==> config.mk <==
export PLATFORM = sky130hd
export DESIGN_NAME = rvfi_bus_arbiter_flat
export DESIGN_NICKNAME = d
export VERILOG_FILES = /design/src/rtl/rvfi_bus_pkg.sv /design/src/rtl/rvfi_bus_arbiter_if.sv /design/src/rtl/rvfi_bus_arbiter_rr_arb2.sv /design/src/rtl/rvfi_bus_arbiter.sv /design/src/flat_wrapper.sv
export SDC_FILE = /design/constraint.sdc
export NUM_CORES = 1
export LEC_CHECK = 0
export CAP_MARGIN = 30
export CORE_MARGIN = 3
export CORE_UTILIZATION = 45
export CTS_BUF_LIST = sky130_fd_sc_hd__clkbuf_4 sky130_fd_sc_hd__clkbuf_8
export DETAILED_ROUTE_END_ITERATION = 6
export PLACE_DENSITY = 0.95
export SKIP_LAST_GASP = 1
export SLEW_MARGIN = 10
export SYNTH_ARGS = -nofsm -noshare
export SYNTH_HDL_FRONTEND = slang
export SYNTH_SLANG_ARGS = --single-unit
==> constraint.sdc <==
create_clock -name clock -period 5.75 [get_ports clock]
set_clock_uncertainty 0.2 [all_clocks]
set_input_delay 1.15 -clock clock [delete_from_list [all_inputs] [get_ports clock]]
set_output_delay 1.15 -clock clock [all_outputs]
set_load 0.01 [all_outputs]
==> src/rtl/rvfi_bus_pkg.sv <==
// Shared types and constants for the RVFI bus arbiter.
//   arb_state_e : arbiter FSM states
//   PORT_IFETCH : requester index of the instruction-fetch port
//   PORT_DATA   : requester index of the data port
//   grant_idx   : converts a one-hot (or zero) 2-bit grant into a port index
package rvfi_bus_pkg;

  typedef enum logic [1:0] {
    IDLE  = 2'd0,
    ISSUE = 2'd1,
    WAIT  = 2'd2,
    RESP  = 2'd3
  } arb_state_e;

  localparam int unsigned PORT_IFETCH = 0;
  localparam int unsigned PORT_DATA   = 1;
  localparam int unsigned NUM_PORTS   = 2;

  function automatic logic grant_idx(input logic [NUM_PORTS-1:0] grant);
    return grant[PORT_DATA];
  endfunction

endpackage

==> src/rtl/rvfi_bus_arbiter_if.sv <==
// Bundle of every bus signal around the arbiter: the two requester ports,
// the response path back to them, and the single memory port.
//   slave  : the arbiter's view (takes requests, drives memory)
//   master : the environment's view (requesters plus memory model)
// Port p of the packed request vectors lives at [p*XLEN +: XLEN].
interface rvfi_bus_arbiter_if #(
  parameter int XLEN = 32
) ();
  localparam int STRB = XLEN / 8;

  logic [1:0]        req_valid;
  logic [1:0]        req_ready;
  logic [2*XLEN-1:0] req_addr;
  logic [2*XLEN-1:0] req_wdata;
  logic [2*STRB-1:0] req_wstrb;

  logic [1:0]        rsp_valid;
  logic [XLEN-1:0]   rsp_rdata;
  logic              rsp_error;

  logic              mem_valid;
  logic              mem_ready;
  logic [XLEN-1:0]   mem_addr;
  logic [XLEN-1:0]   mem_wdata;
  logic [STRB-1:0]   mem_wstrb;
  logic              mem_rvalid;
  logic [XLEN-1:0]   mem_rdata;

  logic              timeout_seen;

  modport slave (
    input  req_valid, req_addr, req_wdata, req_wstrb,
    output req_ready, rsp_valid, rsp_rdata, rsp_error,
    output mem_valid, mem_addr, mem_wdata, mem_wstrb,
    input  mem_ready, mem_rvalid, mem_rdata,
    output timeout_seen
  );

  modport master (
    output req_valid, req_addr, req_wdata, req_wstrb,
    input  req_ready, rsp_valid, rsp_rdata, rsp_error,
    input  mem_valid, mem_addr, mem_wdata, mem_wstrb,
    output mem_ready, mem_rvalid, mem_rdata,
    input  timeout_seen
  );

endinterface

==> src/rtl/rvfi_bus_arbiter_rr_arb2.sv <==
// Two-way round-robin picker.
//   clock  : rising-edge clock
//   reset  : asynchronous, active-high; port 0 preferred after reset
//   req    : request per port
//   update : a grant is being taken this cycle; advance the priority
//   grant  : one-hot (or zero) combinational grant
module rvfi_rr_arb2 (
  input  logic       clock,
  input  logic       reset,
  input  logic [1:0] req,
  input  logic       update,
  output logic [1:0] grant
);

  // prio_q = 1 means port 1 wins a tie
  logic prio_q;

  always_comb begin
    grant = req;
    if (req == 2'b11) begin
      grant = prio_q ? 2'b10 : 2'b01;
    end
  end

  // Only a taken grant moves the priority; the port just served loses the next tie.
  always_ff @(posedge clock or posedge reset) begin
    if (reset) begin
      prio_q <= 1'b0;
    end else if (update && (grant != 2'b00)) begin
      prio_q <= grant[0];
    end
  end

endmodule

==> src/rtl/rvfi_bus_arbiter.sv <==
// Shares one single-port memory model between a core's instruction fetch
// (port 0) and data port (port 1). One transaction outstanding, round-robin
// between the ports, watchdog abort when the memory never answers.
//   clock : rising-edge clock
//   reset : asynchronous, active-high; drops any transaction in flight
//   bus   : requester, response and memory signals (slave modport)
//
// state | meaning
// ------+-----------------------------------------------------------
// IDLE  | waiting for a request; grant + req_ready combinational
// ISSUE | mem_valid held with latched fields until mem_ready
// WAIT  | waiting for mem_rvalid, watchdog counting
// RESP  | one-cycle rsp_valid pulse to the granted port
module rvfi_bus_arbiter
  import rvfi_bus_pkg::*;
#(
  parameter int XLEN    = 32,
  parameter int TIMEOUT = 64
) (
  input  logic               clock,
  input  logic               reset,
  rvfi_bus_arbiter_if.slave  bus
);

  localparam int STRB = XLEN / 8;
  localparam int CW   = $clog2(TIMEOUT + 1);
  localparam logic [CW-1:0] CNT_MAX = CW'(TIMEOUT);

  arb_state_e      state_q, state_d;
  logic [1:0]      grant;
  logic            arb_update;
  logic            accept;
  logic            rsp_ok;
  logic            rsp_abort;

  logic            gnt_q;
  logic [CW-1:0]   cnt_q;
  logic [XLEN-1:0] mem_addr_q;
  logic [XLEN-1:0] mem_wdata_q;
  logic [STRB-1:0] mem_wstrb_q;
  logic [XLEN-1:0] rsp_rdata_q;
  logic            rsp_error_q;
  logic            timeout_seen_q;

  rvfi_rr_arb2 u_arb (
    .clock  (clock),
    .reset  (reset),
    .req    (bus.req_valid),
    .update (arb_update),
    .grant  (grant)
  );

  always_comb begin
    state_d       = state_q;
    arb_update    = 1'b0;
    accept        = 1'b0;
    rsp_ok        = 1'b0;
    rsp_abort     = 1'b0;
    bus.req_ready = 2'b00;
    bus.mem_valid = 1'b0;
    bus.rsp_valid = 2'b00;
    case (state_q)
      IDLE: begin
        if (bus.req_valid != 2'b00) begin
          accept        = 1'b1;
          arb_update    = 1'b1;
          bus.req_ready = grant;
          state_d       = ISSUE;
        end
      end
      ISSUE: begin
        bus.mem_valid = 1'b1;
        if (bus.mem_ready) begin
          state_d = WAIT;
        end
      end
      WAIT: begin
        // A response arriving in the same cycle as the timeout still wins.
        if (bus.mem_rvalid) begin
          rsp_ok  = 1'b1;
          state_d = RESP;
        end else if (cnt_q == CNT_MAX) begin
          rsp_abort = 1'b1;
          state_d   = RESP;
        end
      end
      RESP: begin
        bus.rsp_valid[gnt_q] = 1'b1;
        state_d              = IDLE;
      end
      default: state_d = IDLE;
    endcase
  end

  always_ff @(posedge clock or posedge reset) begin
    if (reset) begin
      state_q <= IDLE;
    end else begin
      state_q <= state_d;
    end
  end

  // Request latch: the granted port's fields stay frozen until the next grant.
  always_ff @(posedge clock or posedge reset) begin
    if (reset) begin
      gnt_q       <= 1'b0;
      mem_addr_q  <= '0;
      mem_wdata_q <= '0;
      mem_wstrb_q <= '0;
    end else if (accept) begin
      gnt_q       <= grant_idx(grant);
      mem_addr_q  <= grant[PORT_DATA] ? bus.req_addr[2*XLEN-1:XLEN]  : bus.req_addr[XLEN-1:0];
      mem_wdata_q <= grant[PORT_DATA] ? bus.req_wdata[2*XLEN-1:XLEN] : bus.req_wdata[XLEN-1:0];
      mem_wstrb_q <= grant[PORT_DATA] ? bus.req_wstrb[2*STRB-1:STRB] : bus.req_wstrb[STRB-1:0];
    end
  end

  // Watchdog: cleared on the memory accept, saturates at TIMEOUT.
  always_ff @(posedge clock or posedge reset) begin
    if (reset) begin
      cnt_q <= '0;
    end else if ((state_q == ISSUE) && bus.mem_ready) begin
      cnt_q <= '0;
    end else if ((state_q == WAIT) && (cnt_q != CNT_MAX)) begin
      cnt_q <= cnt_q + CW'(1);
    end
  end

  // Response register: holds its value between responses.
  always_ff @(posedge clock or posedge reset) begin
    if (reset) begin
      rsp_rdata_q    <= '0;
      rsp_error_q    <= 1'b0;
      timeout_seen_q <= 1'b0;
    end else if (rsp_ok) begin
      rsp_rdata_q <= bus.mem_rdata;
      rsp_error_q <= 1'b0;
    end else if (rsp_abort) begin
      rsp_rdata_q    <= '0;
      rsp_error_q    <= 1'b1;
      timeout_seen_q <= 1'b1;
    end
  end

  assign bus.mem_addr     = mem_addr_q;
  assign bus.mem_wdata    = mem_wdata_q;
  assign bus.mem_wstrb    = mem_wstrb_q;
  assign bus.rsp_rdata    = rsp_rdata_q;
  assign bus.rsp_error    = rsp_error_q;
  assign bus.timeout_seen = timeout_seen_q;

endmodule

==> src/flat_wrapper.sv <==
// flat-port wrapper written by rule: the top's interface ports become plain ports
module rvfi_bus_arbiter_flat import rvfi_bus_pkg::*;
#(
  parameter int XLEN    = 32,
  parameter int TIMEOUT = 64
)
  (clock, reset, bus_req_valid, bus_req_addr, bus_req_wdata, bus_req_wstrb, bus_req_ready, bus_rsp_valid, bus_rsp_rdata, bus_rsp_error, bus_mem_valid, bus_mem_addr, bus_mem_wdata, bus_mem_wstrb, bus_mem_ready, bus_mem_rvalid, bus_mem_rdata, bus_timeout_seen);
  rvfi_bus_arbiter_if #(.XLEN(XLEN)) bus_i ();
  input  logic clock;
  input  logic reset;
  input wire logic [$bits(bus_i.req_valid)-1:0] bus_req_valid;
  input wire logic [$bits(bus_i.req_addr)-1:0] bus_req_addr;
  input wire logic [$bits(bus_i.req_wdata)-1:0] bus_req_wdata;
  input wire logic [$bits(bus_i.req_wstrb)-1:0] bus_req_wstrb;
  output wire logic [$bits(bus_i.req_ready)-1:0] bus_req_ready;
  output wire logic [$bits(bus_i.rsp_valid)-1:0] bus_rsp_valid;
  output wire logic [$bits(bus_i.rsp_rdata)-1:0] bus_rsp_rdata;
  output wire logic [$bits(bus_i.rsp_error)-1:0] bus_rsp_error;
  output wire logic [$bits(bus_i.mem_valid)-1:0] bus_mem_valid;
  output wire logic [$bits(bus_i.mem_addr)-1:0] bus_mem_addr;
  output wire logic [$bits(bus_i.mem_wdata)-1:0] bus_mem_wdata;
  output wire logic [$bits(bus_i.mem_wstrb)-1:0] bus_mem_wstrb;
  input wire logic [$bits(bus_i.mem_ready)-1:0] bus_mem_ready;
  input wire logic [$bits(bus_i.mem_rvalid)-1:0] bus_mem_rvalid;
  input wire logic [$bits(bus_i.mem_rdata)-1:0] bus_mem_rdata;
  output wire logic [$bits(bus_i.timeout_seen)-1:0] bus_timeout_seen;
  assign bus_i.req_valid = bus_req_valid;
  assign bus_i.req_addr = bus_req_addr;
  assign bus_i.req_wdata = bus_req_wdata;
  assign bus_i.req_wstrb = bus_req_wstrb;
  assign bus_req_ready = bus_i.req_ready;
  assign bus_rsp_valid = bus_i.rsp_valid;
  assign bus_rsp_rdata = bus_i.rsp_rdata;
  assign bus_rsp_error = bus_i.rsp_error;
  assign bus_mem_valid = bus_i.mem_valid;
  assign bus_mem_addr = bus_i.mem_addr;
  assign bus_mem_wdata = bus_i.mem_wdata;
  assign bus_mem_wstrb = bus_i.mem_wstrb;
  assign bus_i.mem_ready = bus_mem_ready;
  assign bus_i.mem_rvalid = bus_mem_rvalid;
  assign bus_i.mem_rdata = bus_mem_rdata;
  assign bus_timeout_seen = bus_i.timeout_seen;
  rvfi_bus_arbiter #(.XLEN(XLEN), .TIMEOUT(TIMEOUT)) u_core (.clock(clock), .reset(reset), .bus(bus_i));
endmodule
==> flow_summary.yaml <==
sta:
  setup_tns_ns: 0
  rsz0062_at_grt: "false"
  worstMarginPinSlew_ns: 0.790
  clock.fmax_mhz: 248
  fin_crit_ns: 4.04
  setup_violations: 0
  slew_viol_final: 0
  period_share: 0.702
  setup_ws_ns: 1.71
  hold_viol: 0
  slew_headroom: 0.469
yosys:
  yosysTopAreaCell: "dfrtp_1"
  synthMuxAreaShare: 0.00349
  yosysMostFrequentCell: "dfrtp_1"
  synth_top_family_by_area: "compound AO/OA/AOI/OAI gates"
  syn_area_per_cell_sq_um: 9.84
  synth_area_leaders: "dfrtp_1, nand3b_1, a31oi_1"
  syn_nets: 765
  synth-seq-cells: 113
  ys_seq_area_frac: 0.492
  synth-simple-area-share: 0.163
  yosys_warnings: 0
  synth_top_area_share: 0.492
  ys.flop_type: "dfrtp_1"
  synthTopCellsByCount: "dfrtp_1, nor2_1, o21ai_0, a31oi_1, nand3b_1"
  synth-xor-area-share: 0.00305
  synth-edff-count: 0
  synthAdderAreaFrac: 0.0152
  ys_types: 38
  synthArstFlopShare: 1.00
  syn-cell-area_sq_um: 5740
  netlist_instances: 584
  synth_compound_area_frac: 0.268
route:
  vias: 5891
  route.detailed.drc: 0
  detail_route.iter0.violations: 581
  via_per_inst: 5.80
  firstDrtPassIters: 5
  routed_wirelength_mm: 19.8
  wl_per_cell_um: 19.5
  ant_nets: 0
clock_tree:
  cts_root_buffer: "clkbuf_8"
  cts_inserted_buffers: 17
  cts_tree: "done"
  cts_buffer_depth: 2
  ctsHoldBuffers: 0
  cts_setup_buffers: 0
  worstSkewPairLatency_ns: 0.44
  post_cts_resized: 0
  clkTransAtPathRegs_ns: 0.07
  htree_levels: 4
  clock-sinks: 113
cells_and_area:
  n_fill_cell: 823
  area_growth_syn_to_layout_pct: 60.3
  nets: 1015
  drive_above_1_share: 0.0626
  fin_util: 0.751
  fin_cells: 1016
setup_path:
  r2r-end: "u_core.bus.rsp_rdata[6]$_DFFE_PP0P_"
  arrival_ns: 2.69
  start_kind: "input pin"
  required_ns: 4.40
  reg2reg_slack_ns: 3.08
  critPathMaxFanout: 5
  crit_slowest_cell: "clkdlybuf4s50_1"
  critPathCaptureType: "output port"
  r2r_cells: 6
  crit_chain: "clkdlybuf4s50_1 > nor2b_4 > nor2_1 > and2_1 > clkdlybuf4s50_1"
  critPathKind: "in -> out"
  critical-path-max-stage-delay_ns: 0.57
  cp_common_cell: "clkdlybuf4s50_1"
  r2r_start: "u_core.state_q[0]$_DFFE_PP0P_"
global_routing:
  grt_pass1_wl_mm: 30.6
  grt_max_degree: 137
  antenna_found_initial: 1
  grt_pass1_vias: 5801
  grt_overflow: 0
  grtUsageTotal: 0.274
place:
  dp_cells: 982
  post-place-ws_ns: 1.70
  gp_congestion: 0.806
  hpwl_mm: 13.5
  portBuffers: 280
outcome:
  status: "finished clean"
pwr:
  ir_worst_vdd_v: 0.000455
  power.leakage_nw: 3.69
  power_density_nw_per_um2: 500
floorplanning:
  ios: 281
  die-area_sq_um: 14200
  rows: 40
  start_util: 0.468
  fp.dieW_um: 119
  core_area_sq_um: 12300
  dieHeight_um: 119
worst_hold_path:
  min_from: "u_core.bus.timeout_seen$_DFFE_PP0P_"
  min_path_cells: 1
  min_to: "u_core.bus.timeout_seen$_DFFE_PP0P_"
  min_path_type: "reg -> reg"
job:
  maxCapViolations: 0
metrics by stage:
step                hold slack [ns]  area (sq um)  total power, mW
floorplan                     0.273          5740             2.47
global placement              0.248          8550             3.44
detailed placement            0.279          8650             3.59
CTS                           0.304          9180             4.61
global route                  0.314          9210             4.87
finish                        0.297          9210             4.61
layout by cell type (no fill, tap or decap), types with 2 or more instances in the layout:
cell / netlist / layout
buf_4: 0 / 8
a31oi_1: 69 / 69
a221o_1: 32 / 32
clkinv_4: 0 / 3
clkinv_1: 2 / 2
ha_1: 7 / 7
nand2_1: 10 / 10
dfrtp_1: 113 / 113
a21oi_1: 6 / 6
clkinv_2: 0 / 2
xor2_1: 2 / 2
clkbuf_8: 0 / 18
nor2_1: 74 / 73
clkdlybuf4s50_1: 0 / 279
nand4_1: 2 / 2
nand3_1: 3 / 3
inv_1: 6 / 4
mux2i_1: 2 / 2
a21o_1: 2 / 2
and2_1: 4 / 4
nand3b_1: 68 / 68
bufinv_16: 0 / 8
or3_1: 2 / 2
buf_16: 0 / 4
o21ai_0: 71 / 71
o211a_1: 32 / 32
cell families after synthesis:
logic type | after synthesis
fa+ha+maj | 7
mux | 2
simple gates | 170
compound gates | 220
xor+xnor | 2
buf+inv | 70
flops | 113
layer usage:
layer,wire [um],vias to the layer above,global-route usage,share of wire
met1,7480,2901,0.322,0.38
met4,573,0,0.119,0.029
met3,1400,39,0.0736,0.071
met2,10300,262,0.469,0.52
li1,-,2689,-,-
met5,0,-,0,0
critical path, delay by kind of cell:
family | cells | cell delay, ns
buffers and inverters | 2 | 1.06
AND/OR/NAND/NOR | 3 | 0.47
where the power goes:
| part | switching [mW] | leakage, nW | internal, mW |
|---|---|---|---|
| Combinational | 1.01 | 2.17 | 1.18 |
| Sequential | 0.248 | 1.26 | 1.17 |
| Clock | 0.349 | 0.263 | 0.659 |
final cells by class:
class                   count  area [sq um]  share of cell area
clock inverters            14           284              0.0308
well taps                 168           210              0.0228
repair buffers            293          2980               0.324
flip-flops and latches    113          2830               0.307
diodes                      1          2.50            0.000272
multi-input cells         401          2620               0.285
inverters                   8          32.5             0.00353
clock buffers              18           248              0.0269
sequential cells by signal, summed over array words and instances (netlist names):
signal,count
u_core.bus.mem_wstrb,4
u_core.gnt_q,1
u_core.bus.rsp_error,1
u_core.cnt_q,7
u_core.bus.mem_wdata,32
u_core.state_q,2
u_core.bus.rsp_rdata,32
u_core.u_arb.prio_q,1
u_core.bus.timeout_seen,1
u_core.bus.mem_addr,32
worst max path at each step:
| stage | endpoint | slack, ns | from |
|---|---|---|---|
| finish | bus_req_ready[1] | 1.71 | bus_req_valid[0] |
| CTS | bus_req_ready[1] | 1.70 | bus_req_valid[0] |
| global route | bus_req_ready[1] | 1.64 | bus_req_valid[0] |
| detailed placement | bus_req_ready[1] | 1.70 | bus_req_valid[0] |
| floorplan | u_core.bus.mem_addr[0]$_DFFE_PP0P_ | 1.41 | reset |
| global placement | bus_req_ready[1] | 1.74 | bus_req_valid[0] |
(Power assumes the default switching activity.)
